`src/rtl/shift_add_mult.sv`:
```
// shift_add_mult: sequential unsigned W x W -> 2W shift-and-add multiplier.
// A rising edge on start (seen while idle) loads the operands; one partial
// product is folded into the accumulator per RUN cycle, and the result is
// published on product together with a one-cycle done pulse.
// Optional feature: define SHIFT_ADD_MULT_EARLY_TERM_EN to leave RUN as soon
// as the remaining multiplier bits are all zero.
module shift_add_mult #(
    parameter int W = 4
) (
    input  logic           clk,
    input  logic           rst_n,
    input  logic           start,
    input  logic [W-1:0]   a,
    input  logic [W-1:0]   b,
    output logic [2*W-1:0] product,
    output logic           done,
    output logic           busy
);

    // One extra bit so the counter can reach W without wrapping.
    localparam int CW = $clog2(W) + 1;

    typedef enum logic [1:0] {IDLE, RUN, DONE} state_t;

    state_t         state_q, state_d;
    logic           start_q, start_d;
    logic [2*W-1:0] mcand_q, mcand_d;
    logic [2*W-1:0] acc_q, acc_d;
    logic [2*W-1:0] product_q, product_d;
    logic [W-1:0]   mplier_q, mplier_d;
    logic [CW-1:0]  cnt_q, cnt_d;
    logic           done_q, done_d;
    logic           busy_q, busy_d;

    logic           accept;
    logic           last_iter;
    logic [2*W-1:0] acc_sum;
    logic [W-1:0]   mplier_shr;

    // Next-state, datapath step and registered status outputs.
    always_comb begin
        state_d    = state_q;
        start_d    = start;
        mcand_d    = mcand_q;
        acc_d      = acc_q;
        product_d  = product_q;
        mplier_d   = mplier_q;
        cnt_d      = cnt_q;
        accept     = start & ~start_q & (state_q == IDLE);
        acc_sum    = acc_q + (mplier_q[0] ? mcand_q : '0);
        mplier_shr = mplier_q >> 1;
`ifdef SHIFT_ADD_MULT_EARLY_TERM_EN
        // Once no multiplier bits remain, later iterations add nothing.
        last_iter  = (cnt_q == CW'(W - 1)) || (mplier_shr == '0);
`else
        last_iter  = (cnt_q == CW'(W - 1));
`endif
        case (state_q)
            IDLE: begin
                if (accept) begin
                    mcand_d  = {{W{1'b0}}, a};
                    mplier_d = b;
                    acc_d    = '0;
                    cnt_d    = '0;
                    state_d  = RUN;
                end
            end
            RUN: begin
                acc_d    = acc_sum;
                mcand_d  = mcand_q << 1;
                mplier_d = mplier_shr;
                cnt_d    = cnt_q + CW'(1);
                if (last_iter) begin
                    product_d = acc_sum;
                    state_d   = DONE;
                end
            end
            DONE:    state_d = IDLE;
            default: state_d = IDLE;
        endcase
        done_d = (state_d == DONE);
        busy_d = (state_d != IDLE);
    end

    // State registers; start_q resets high so a start held through reset
    // must drop before it can be accepted.
    always_ff @(posedge clk or negedge rst_n) begin
        if (!rst_n) begin
            state_q   <= IDLE;
            start_q   <= 1'b1;
            mcand_q   <= '0;
            acc_q     <= '0;
            product_q <= '0;
            mplier_q  <= '0;
            cnt_q     <= '0;
            done_q    <= 1'b0;
            busy_q    <= 1'b0;
        end else begin
            state_q   <= state_d;
            start_q   <= start_d;
            mcand_q   <= mcand_d;
            acc_q     <= acc_d;
            product_q <= product_d;
            mplier_q  <= mplier_d;
            cnt_q     <= cnt_d;
            done_q    <= done_d;
            busy_q    <= busy_d;
        end
    end

    assign product = product_q;
    assign done    = done_q;
    assign busy    = busy_q;

endmodule

```
`config.mk`:
```
export PLATFORM = sky130hd
export DESIGN_NAME = shift_add_mult
export DESIGN_NICKNAME = d
export VERILOG_FILES = /design/src/rtl/shift_add_mult.sv
export SDC_FILE = /design/constraint.sdc
export NUM_CORES = 1
export LEC_CHECK = 0
export BUFFER_PORTS_ARGS = -buffer_cell sky130_fd_sc_hd__buf_2
export CAP_MARGIN = 20
export CORE_ASPECT_RATIO = 2
export CORE_MARGIN = 4
export CORE_UTILIZATION = 60
export CTS_CLUSTER_SIZE = 16
export DETAILED_ROUTE_END_ITERATION = 10
export GPL_TIMING_DRIVEN = 1
export PLACE_DENSITY_LB_ADDON = 0.05
export SLEW_MARGIN = 20
export SYNTH_ARGS = -nofsm -noshare
export SYNTH_HDL_FRONTEND = slang
export SYNTH_SLANG_ARGS = --single-unit
```
`constraint.sdc`:
```
create_clock -name clk -period 3.2 [get_ports clk]
set_input_delay 0.64 -clock clk [delete_from_list [all_inputs] [get_ports clk]]
set_output_delay 0.64 -clock clk [all_outputs]
set_load 0.01 [all_outputs]
```
; Word level (Yosys, flattened, before mapping)
; Index checks and enable logic that the tools add are counted.
; Widths: inputs -> output; s select.
[word_totals]
register_bits = 36
in_bits = 11
output_inout_bits = 10
word_cells = 35
[op_classes]
add_sub_neg = 2
eq_ne = 4
n_mux = 12
bitwise = 3
n_reduce_logical = 5
[op_table]
columns = operator, count
row1 = $pmux 8 s2, 2
row2 = $mux 8, 3
row3 = $add 8x8->8, 1
row4 = $pmux 4 s2, 1
row5 = $pmux 3 s2, 1
row6 = $mux 2, 2
row7 = $mux 4, 1
row8 = $pmux 2 s2, 1
row9 = $reduce_and 2->1, 2
row10 = $reduce_bool 2->1, 2
row11 = $add 3x1->3 const B, 1
row12 = $eq 3x2->1 const B, 1
row13 = $mux 3, 1
row14 = $and 1x1->1, 2
row15 = $eq 2x1->1 const B, 1
row16 = $eq 2x2->1 const B, 1
row17 = $logic_not 2->1, 1
row18 = $ne 2x2->1 const B, 1
row19 = $not 1->1, 1

; Longest topological paths before layout
; Gate-level depths: netlist of run 1.
[depth]
word_depth = 6
depth_mapped = 8

; Worst setup path before layout of run 1
; OpenSTA, ideal clock, no wires.
[synth_timing]
path_kind = flip-flop to flip-flop
from = register mplier_q[0]
to = register product_q[6], in the netlist product[6]
setup_ps = 136
t_arrival_ps = 1961
path_slack_ps = 1103
path_stages_with_launch = 9
path_cell_list = dfrtp_1 and2_1 ha_1 fa_1 a21o_1 a31o_1 a21oi_1 xor2_1 o21ai_0
[synth_via]
elab_chain_len = 2
[synth_lines]
columns = element, line_no
row1 = from (decl), 30  ; logic [W-1:0] mplier_q, mplier_d;
row2 = from (signal assigned), 104  ; mplier_q <= mplier_d;
row3 = $mux 8, 50  ; acc_sum = acc_q + (mplier_q[0] ? mcand_q : '0);
row4 = $add 8x8->8, 50
row5 = to (signal assigned), 103  ; product_q <= product_d;
row6 = to (decl), 29  ; logic [2*W-1:0] product_q, product_d;
; Every way passes these cells.
; A chain may end at the register's enable or synchronous reset.

; Worst setup path after layout of run 1
; Ends and elaborated chain as after synthesis.

==> impl_metrics.tcl, run 1 <==
set metrics [dict create \
    final_area_um2 1940 \
    cts_setup_buffers 0 \
    cap_viol_max_count 0 \
    wl_per_cell_um 14.4 \
    finClkSkew_ns 0.00556 \
    vias 1300 \
    synth_area_leaders "dfrtp_1 (50%), nand2_1 (9.0%), ha_1 (6.5%)" \
    post-synth-top-count-cell "nand2_1" \
    r2r_slack_ns 0.90 \
    synthMuxAreaShare_pct 1.29 \
    htreeDepth 2 \
    antenna_cells 0 \
    cp_top_family "compound AO/OA/AOI/OAI gates" \
    drtIter0Drc 39 \
    cts.sinks 36 \
    cts_hold_buf 0 \
    area_growth_syn_to_layout_pct 11.0 \
    ys_types 28 \
    slew_headroom_pct 33.9 \
    yosys.area_share.adder_pct 7.60 \
    die_area_um2 3890 \
    firstDrtPassIters 4 \
    synth_top_area_share_pct 50.2 \
    grt_first_pass_wirelength_mm 5.85 \
    synthCells 179 \
    grt.overflow.total 0 \
    max_freq_mhz 435 \
    ant_nets 0 \
    synth_enable_flop_cells 0 \
    cts_root_buffer "clkbuf_8" \
    clk_path_buf_depth 2 \
    synthesis.area_um2 1750 \
    ys_top_cells_by_count "nand2_1 (42), dfrtp_1 (35), nand3_1 (13)" \
    coreArea_um2 2770 \
    rsz0062_at_grt "no" \
    clock_latency_ns 0.28 \
    drive_gt1_share_pct 16.6 \
    hold_violations 0 \
    path_clk_slew_ns 0.07 \
    pwr_density_cell_nw_per_um2 1060 \
    placed_area_um2 1840 \
    yosysTopAreaCell "dfrtp_1" \
    place.gp.congestion 0.893 \
    utilization_pct 69.9 \
    outcome "complete, no violations" \
    syn_avg_cell_area_um2 9.75 \
    reg2regPathDepth 8 \
    rows 27 \
    yosys_register_bits 36 \
    start_util_pct 63.0 \
    first_global_vias 1345 \
    nets 220 \
    slew_viol_final 0 \
    grt_busiest_layer "met2" \
    tightest_slew_ns 0.992 \
    ys.warnings.count 0 \
    synthSimpleGateAreaFrac_pct 20.1 \
    cts_tree "yes" \
    numCtsBuffers 5 \
    worst_path_max_delay_cell "dfrtp_1" \
    ios 21 \
    place_hpwl_mm 2.39 \
    setup.worst_path.end_class "flip-flop" \
    hp-class "in -> async" \
    max_stage_delay_ns 0.45 \
    arrival_ns 2.45 \
    die_w_um 46.1 \
    period_share_pct 71.9 \
    period_minus_slack_ns 2.30 \
    worstSetupPathType "reg -> reg" \
    antenna_found_initial 0 \
    port_buffers 20 \
    die_h_um 84.3 \
    async_flop_share_pct 100 \
    drc 0 \
    cp_cell_sequence "and2_1 -> ha_1 -> fa_1 -> a21o_1 -> a31o_1 -> a21oi_1 -> xor2_1 -> o21ai_0" \
    reg2reg_from "mplier_q[0]$_DFFE_PN0P_" \
    p_leak_uw 0.000992 \
    grt_max_degree 37 \
    setup_viol 0 \
    synth_top_family_by_area "simple AND/OR/NAND/NOR gates" \
    yosys_most_used_dff "dfrtp_1" \
    worst-path-buf-inv 0 \
    grt.total_usage_pct 20.3 \
    met1_usage_pct 22.7 \
    crit_path_max_fanout 9 \
    reg2reg_to "product[6]$_DFFE_PN0P_" \
    ys_seq_area_share_pct 51.7 \
    synth_compound_area_share_pct 12.1 \
    critical_path_required_ns 3.35 \
    syn-num-nets 200 \
    wl_mm 3.29 \
    post_cts_resized 0 \
    setup-tns-final_ns 0 \
    max-vdd-ir-drop_v 0.000650 \
    startpoint_type "flip-flop" \
    grt_util_met3_pct 3.86 \
    synth_xor_area_share_pct 3.51 \
    use_met2_pct 33.9 \
    viasPerCell 5.70 \
]
==> area by class of cell <==
cell class | instances | area [µm²]
Clock buffer | 7 | 96.3
Tap cell | 29 | 36.3
Sequential cell | 36 | 902
Timing Repair Buffer | 21 | 108
Fill cell | 230 | 833
Inverter | 4 | 15.0
Multi-Input combinational cell | 131 | 779
==> logic make-up after synthesis <==
group           count (synthesis)
simple gates                   75
xor+xnor                        7
flops                          36
fa+ha+maj                      10
mux                             2
compound gates                 37
buf+inv                        12
==> state kept, by name, indices dropped and copies added, names as in the netlist <==
signal    cells
cnt_q         3
mcand_q       8
mplier_q      4
start_q       1
busy          1
done          1
acc_q         8
product       8
state_q       2
==> metal layers <==
metal / vias to the layer above / part of all wire [%] / wire length, µm
li1: 642 / - / -
met3: 8 / 3.7 / 123
met5: - / 0 / 0
met2: 28 / 55 / 1800
met4: 0 / 2.7 / 89
met1: 622 / 39 / 1280
==> through the flow <==
step	setup WS (ns)	hold slack, ns	instances	power [µW]
finish	0.901	0.432	228	2060
global route	0.751	0.469	228	2270
CTS	0.897	0.454	228	2080
detailed placement	0.906	0.467	221	1740
global placement	0.992	0.459	221	1700
floorplan	1.10	0.344	179	1500
==> worst max path at each step <==
stage,start,endpoint,depth (start not counted)
6_report,mplier_q[0]$_DFFE_PN0P_,product[6]$_DFFE_PN0P_,8
5_1_grt,mplier_q[0]$_DFFE_PN0P_,product[6]$_DFFE_PN0P_,8
4_1_cts,mplier_q[0]$_DFFE_PN0P_,product[6]$_DFFE_PN0P_,8
3_5_place_dp,mplier_q[0]$_DFFE_PN0P_,product[6]$_DFFE_PN0P_,8
3_3_place_gp,mplier_q[0]$_DFFE_PN0P_,product[6]$_DFFE_PN0P_,8
2_1_floorplan,mplier_q[0]$_DFFE_PN0P_,product[6]$_DFFE_PN0P_,8
==> cells in the final DEF, fill, tap and decap left out <==
master    instances
a211oi_1          1
xor2_1            5
a31oi_1           6
ha_1              9
or4b_4            1
a31o_1            1
o21bai_1          1
nor2_1            9
buf_2            20
fa_1              1
o21ai_1           6
nor4b_4           1
or2b_1            1
nand2_1          42
mux2_2            2
dfrtp_1          35
nand3_1          13
inv_1             4
xnor2_1           2
a21o_1            3
and2_1            7
clkbuf_8          7
nor2b_1           1
o21ai_0          11
dfstp_2           1
buf_4             1
a21oi_1           7
o211ai_1          1
==> power by group <==
part / internal (µW) / switching (µW)
clock network: 191 / 148
registers: 656 / 124
logic: 387 / 555
No activity file was read; power rests on OpenSTA's default activity.
==> run 2, diff against run 1 <==
CORE_UTILIZATION = 51   (was 60)
clock period = 1.9 ns   (was 3.2 ns; I/O delays follow)
==> impl_metrics.tcl, run 2 (synthesis results as in run 1) <==
set metrics [dict create \
    pwr-share-comb_pct 51.4 \
    rows 29 \
    grt_max_degree 37 \
    die_h_um 90.7 \
    ios 21 \
    antenna_found_initial 0 \
    worstSetupPathType "reg -> reg" \
    crit_path_max_fanout 3 \
    hold_slack_ns 0.172 \
    die_w_um 49.4 \
    start_util_pct 54.0 \
    switching_power_uw 1530 \
    clk_path_buf_depth 2 \
    total_power_uw 3770 \
    antenna_cells 0 \
    cts_tree "yes" \
    dp.cells 232 \
    slew_viol_final 0 \
    power_frac_seq_pct 34.9 \
    reg2reg_to "acc_q[6]$_DFFE_PN0P_" \
    slew_headroom_pct 48.0 \
    hp-class "in -> async" \
    worst_slack_ns -0.0684 \
    violations "setup timing" \
    final_cell_mix "nand2_1 (42), dfrtp_1 (35), buf_2 (20)" \
    reg2reg_from "mplier_q[0]$_DFFE_PN0P_" \
    power_frac_clock_pct 13.8 \
    wl_per_cell_um 14.2 \
    switching_share_pct 40.5 \
    startpoint_type "flip-flop" \
    cap_viol_max_count 0 \
    p_int_uw 2240 \
    setup_viol 3 \
    dr_wl_met3_um 98 \
    reg2regPathDepth 8 \
    grt.overflow.total 0 \
    first_global_vias 1327 \
    setup.worst_path.end_class "flip-flop" \
    ant_nets 0 \
    grt.total_usage_pct 17.1 \
    cts_root_buffer "clkbuf_8" \
    vias 1318 \
    port_buffers 20 \
    die_area_um2 4480 \
    drtIter0Drc 24 \
    instances_no_fill 241 \
    place.gp.congestion 0.845 \
    cts.sinks 36 \
    max_freq_mhz 508 \
    place_hpwl_mm 2.52 \
    utilization_pct 64.4 \
    wirelength_met1_mm 1.31 \
    pre_cts_slack_ns -0.0904 \
    max-vdd-ir-drop_v 0.00130 \
    rsz0062_at_grt "yes" \
    clock_latency_ns 0.29 \
    r2r_slack_ns -0.07 \
    fillers 266 \
    drive_gt1_share_pct 25.7 \
    coreArea_um2 3230 \
    htreeDepth 2 \
    finClkSkew_ns 0.00813 \
    period_minus_slack_ns 1.97 \
    hold_violations 0 \
    outcome "finished, violations left" \
    arrival_ns 2.13 \
    period_share_pct 104 \
    viasPerCell 5.47 \
    wl_mm 3.42 \
    numCtsBuffers 5 \
    critical_path_required_ns 2.07 \
    mostFrequentLayoutCell "nand2_1" \
    path_clk_slew_ns 0.07 \
    tightest_slew_ns 0.781 \
    pwr_density_cell_nw_per_um2 1810 \
    top_layer_used "met4" \
    p_leak_uw 0.00104 \
    nets 230 \
    wl_met2_mm 1.90 \
    drc 0 \
    area_growth_syn_to_layout_pct 19.1 \
    firstDrtPassIters 4 \
    grt_first_pass_wirelength_mm 5.86 \
]
-- run 2: worst max-delay path by stage --
stage                                  startpoint                     end  slack [ns]  cells after the start
final                     mplier_q[0]$_DFFE_PN0P_    acc_q[6]$_DFFE_PN0P_       -0.07                      8
after global routing      mplier_q[0]$_DFFE_PN0P_    acc_q[6]$_DFFE_PN0P_       -0.19                      8
after CTS                 mplier_q[0]$_DFFE_PN0P_    acc_q[6]$_DFFE_PN0P_       -0.08                      8
after detailed placement  mplier_q[0]$_DFFE_PN0P_    acc_q[6]$_DFFE_PN0P_       -0.09                      8
after global placement    mplier_q[0]$_DFFE_PN0P_    acc_q[6]$_DFFE_PN0P_       -0.05                      8
after floorplan           mplier_q[0]$_DFFE_PN0P_  product[6]$_DFFE_PN0P_       -0.06                      8
-- run 2: stage by stage --
| step | instance area [µm²] | TNS [ns] |
|---|---|---|
| after floorplan | 1750 | -0.104 |
| after detailed placement | 1920 | -0.350 |
| after global placement | 1920 | -0.0884 |
| final | 2080 | -0.145 |
| after global routing | 2080 | -0.665 |
| after CTS | 2020 | -0.191 |
-- run 2: cell type report --
cell class / count / area, µm² / share of cell area [%]
Tap cell: 31 / 38.8 / 1.87
Timing Repair Buffer: 31 / 183 / 8.78
Sequential cell: 36 / 902 / 43.4
Clock buffer: 6 / 72.6 / 3.49
Clock inverter: 2 / 12.5 / 0.602
Inverter: 4 / 15.0 / 0.722
Multi-Input combinational cell: 131 / 856 / 41.2
-- run 2: what timing repair did --
action,in CTS,in global routing
setup endpoints to repair,8,8
pin swaps,2,6
setup buffers,0,1
resized for setup,3,8
hold buffers,0,0
-- run 2: metal layers --
layer | vias to the layer above | GRT usage, %
li1 | 659 | -
met1 | 627 | 18.3
met2 | 23 | 30.0
met3 | 9 | 3.47
met4 | 0 | 9.98
met5 | - | 0
-- run 2: worst max-delay path, stage by stage (launching register included) --
cell	delay, ns
dfrtp_1	0.39
and2_4	0.17
ha_4	0.15
fa_2	0.34
a21o_1	0.19
a31o_1	0.19
a21oi_2	0.13
xor2_1	0.19
o21ai_1	0.09
-- run 2: power by group through the flow --
stage	clock, µW	sequential (µW)	combinational (µW)
6_report	519	1310	1940
3_5_place_dp	0	1320	1780
5_1_grt	579	1360	2180
3_3_place_gp	0	1300	1720
4_1_cts	536	1310	1820
2_1_floorplan	0	1330	1210
==> run 3, diff against run 2 <==
SKIP_CTS_REPAIR_TIMING = 1   (was not set)
==> impl_metrics.tcl, run 3 (synthesis results as in run 1) <==
set metrics [dict create \
    outcome "finished, violations left" \
    violations "setup timing" \
    startpoint_type "flip-flop" \
    setup.worst_path.end_class "flip-flop" \
    finClkSkew_ns 0.00812 \
    slew_viol_final 0 \
    htreeDepth 2 \
    grt.overflow.total 0 \
    final_cell_mix "nand2_1 (42), dfrtp_1 (35), buf_2 (20)" \
    viasPerCell 5.50 \
    clock_latency_ns 0.29 \
    grt_first_pass_wirelength_mm 5.82 \
    grt.total_usage_pct 17.0 \
    cts_root_buffer "clkbuf_8" \
    multi_input_area_um2 830 \
    max_stage_delay_ns 0.39 \
    worst_path_max_delay_cell "dfrtp_1" \
    clk_path_buf_depth 2 \
    grt_busiest_layer "met2" \
    worst_slack_ns -0.0601 \
    p_leak_uw 0.00104 \
    setup-tns-final_ns -0.107 \
    port_buffers 20 \
    cp_cell_sequence "and2_4 -> ha_4 -> fa_2 -> a21o_1 -> a31o_1 -> a21oi_2 -> xor2_1 -> o21ai_1" \
    path_clk_slew_ns 0.07 \
    worst-path-buf-inv 0 \
    ant_nets 0 \
    cts.sinks 36 \
    area_growth_syn_to_layout_pct 17.6 \
    r2r_slack_ns -0.06 \
    cp_top_family "compound AO/OA/AOI/OAI gates" \
    die_area_um2 4480 \
    grt_max_degree 37 \
    period_minus_slack_ns 1.96 \
    drtIter0Drc 27 \
    antenna_found_initial 0 \
    nets 230 \
    first_global_vias 1337 \
    met1_usage_pct 17.7 \
    use_met2_pct 30.0 \
    wl_mm 3.32 \
    hold_slack_ns 0.166 \
    setup_viol 2 \
    hold_violations 0 \
    fillers 271 \
    die_w_um 49.4 \
    tightest_slew_ns 0.764 \
    arrival_ns 2.13 \
    crit_path_max_fanout 3 \
    start_util_pct 54.0 \
    max_freq_mhz 510 \
    slew_headroom_pct 49.1 \
    worstSetupPathType "reg -> reg" \
    pwr_density_cell_nw_per_um2 1790 \
    vias 1325 \
    drive_gt1_share_pct 24.3 \
    cap_viol_max_count 0 \
    hp-class "in -> async" \
    firstDrtPassIters 4 \
    antenna_cells 0 \
    coreArea_um2 3230 \
    rows 29 \
    grt_util_met3_pct 3.47 \
    regArea_um2 902 \
    rsz0062_at_grt "yes" \
    mostFrequentLayoutCell "nand2_1" \
    period_share_pct 103 \
    ios 21 \
    drc 0 \
    max-vdd-ir-drop_v 0.00129 \
    die_h_um 90.7 \
    cts_tree "yes" \
    place.gp.congestion 0.845 \
    wl_per_cell_um 13.8 \
    critical_path_required_ns 2.07 \
    place_hpwl_mm 2.52 \
    numCtsBuffers 5 \
]
run 3: cell counts in the layout (fill, tap and decap cells not counted):
No cell type changed its count.
run 3: worst register-to-register path, cell delays in order, from the launching register on:
cell and delay [ns]:
dfrtp_1 0.39, and2_4 0.17, ha_4 0.15, fa_2 0.34, a21o_1 0.18, a31o_1 0.19
a21oi_2 0.13, xor2_1 0.19, o21ai_1 0.09
run 3: report_power, final:
group	internal, µW	leakage (µW)	switching, µW
registers	1100	0.000449	205
clock network	256	0.0000412	262
logic	836	0.000546	1010
run 3: routing by layer:
layer  wire, µm  share of wire [%]  vias up
met4        130                3.9        0
met2       1820                 55       23
li1           -                  -      660
met3         98                3.0       11
met5          0                  0        -
met1       1270                 38      631
run 3: final timing paths:
check,startpoint,to,cells past startpoint
worst max-delay path,mplier_q[0]$_DFFE_PN0P_,acc_q[6]$_DFFE_PN0P_,8
worst min register to register,product[5]$_DFFE_PN0P_,product[5]$_DFFE_PN0P_,2
max in group asynchronous,rst_n,acc_q[4]$_DFFE_PN0P_,1
min in group clk,start,start_q$_DFF_PN1_,1
worst min-delay path,rst_n,state_q[0]$_DFF_PN0_,1
worst max register to register,mplier_q[0]$_DFFE_PN0P_,acc_q[6]$_DFFE_PN0P_,8
run 3: cell type report:
type,instances,share of cell area [%]
multi-input combinational,131,40.4
timing repair buffer,31,8.90
tap,31,1.89
clock inverter,2,0.609
inverter,4,0.731
clock buffer,6,3.53
sequential,36,43.9
run 3: through the flow:
stage / setup slack (ns) / area [µm²] / instances / total power (µW) / utilization [%]
detailed placement: -0.0904 / 1920 / 232 / 3100 / 59.4
floorplan: -0.0560 / 1750 / 179 / 2540 / -
global placement: -0.0479 / 1920 / 232 / 3020 / 59.4
global route: -0.183 / 2050 / 241 / 4040 / 63.6
CTS: -0.110 / 2000 / 240 / 3630 / 62.1
finish: -0.0601 / 2050 / 241 / 3680 / 63.6
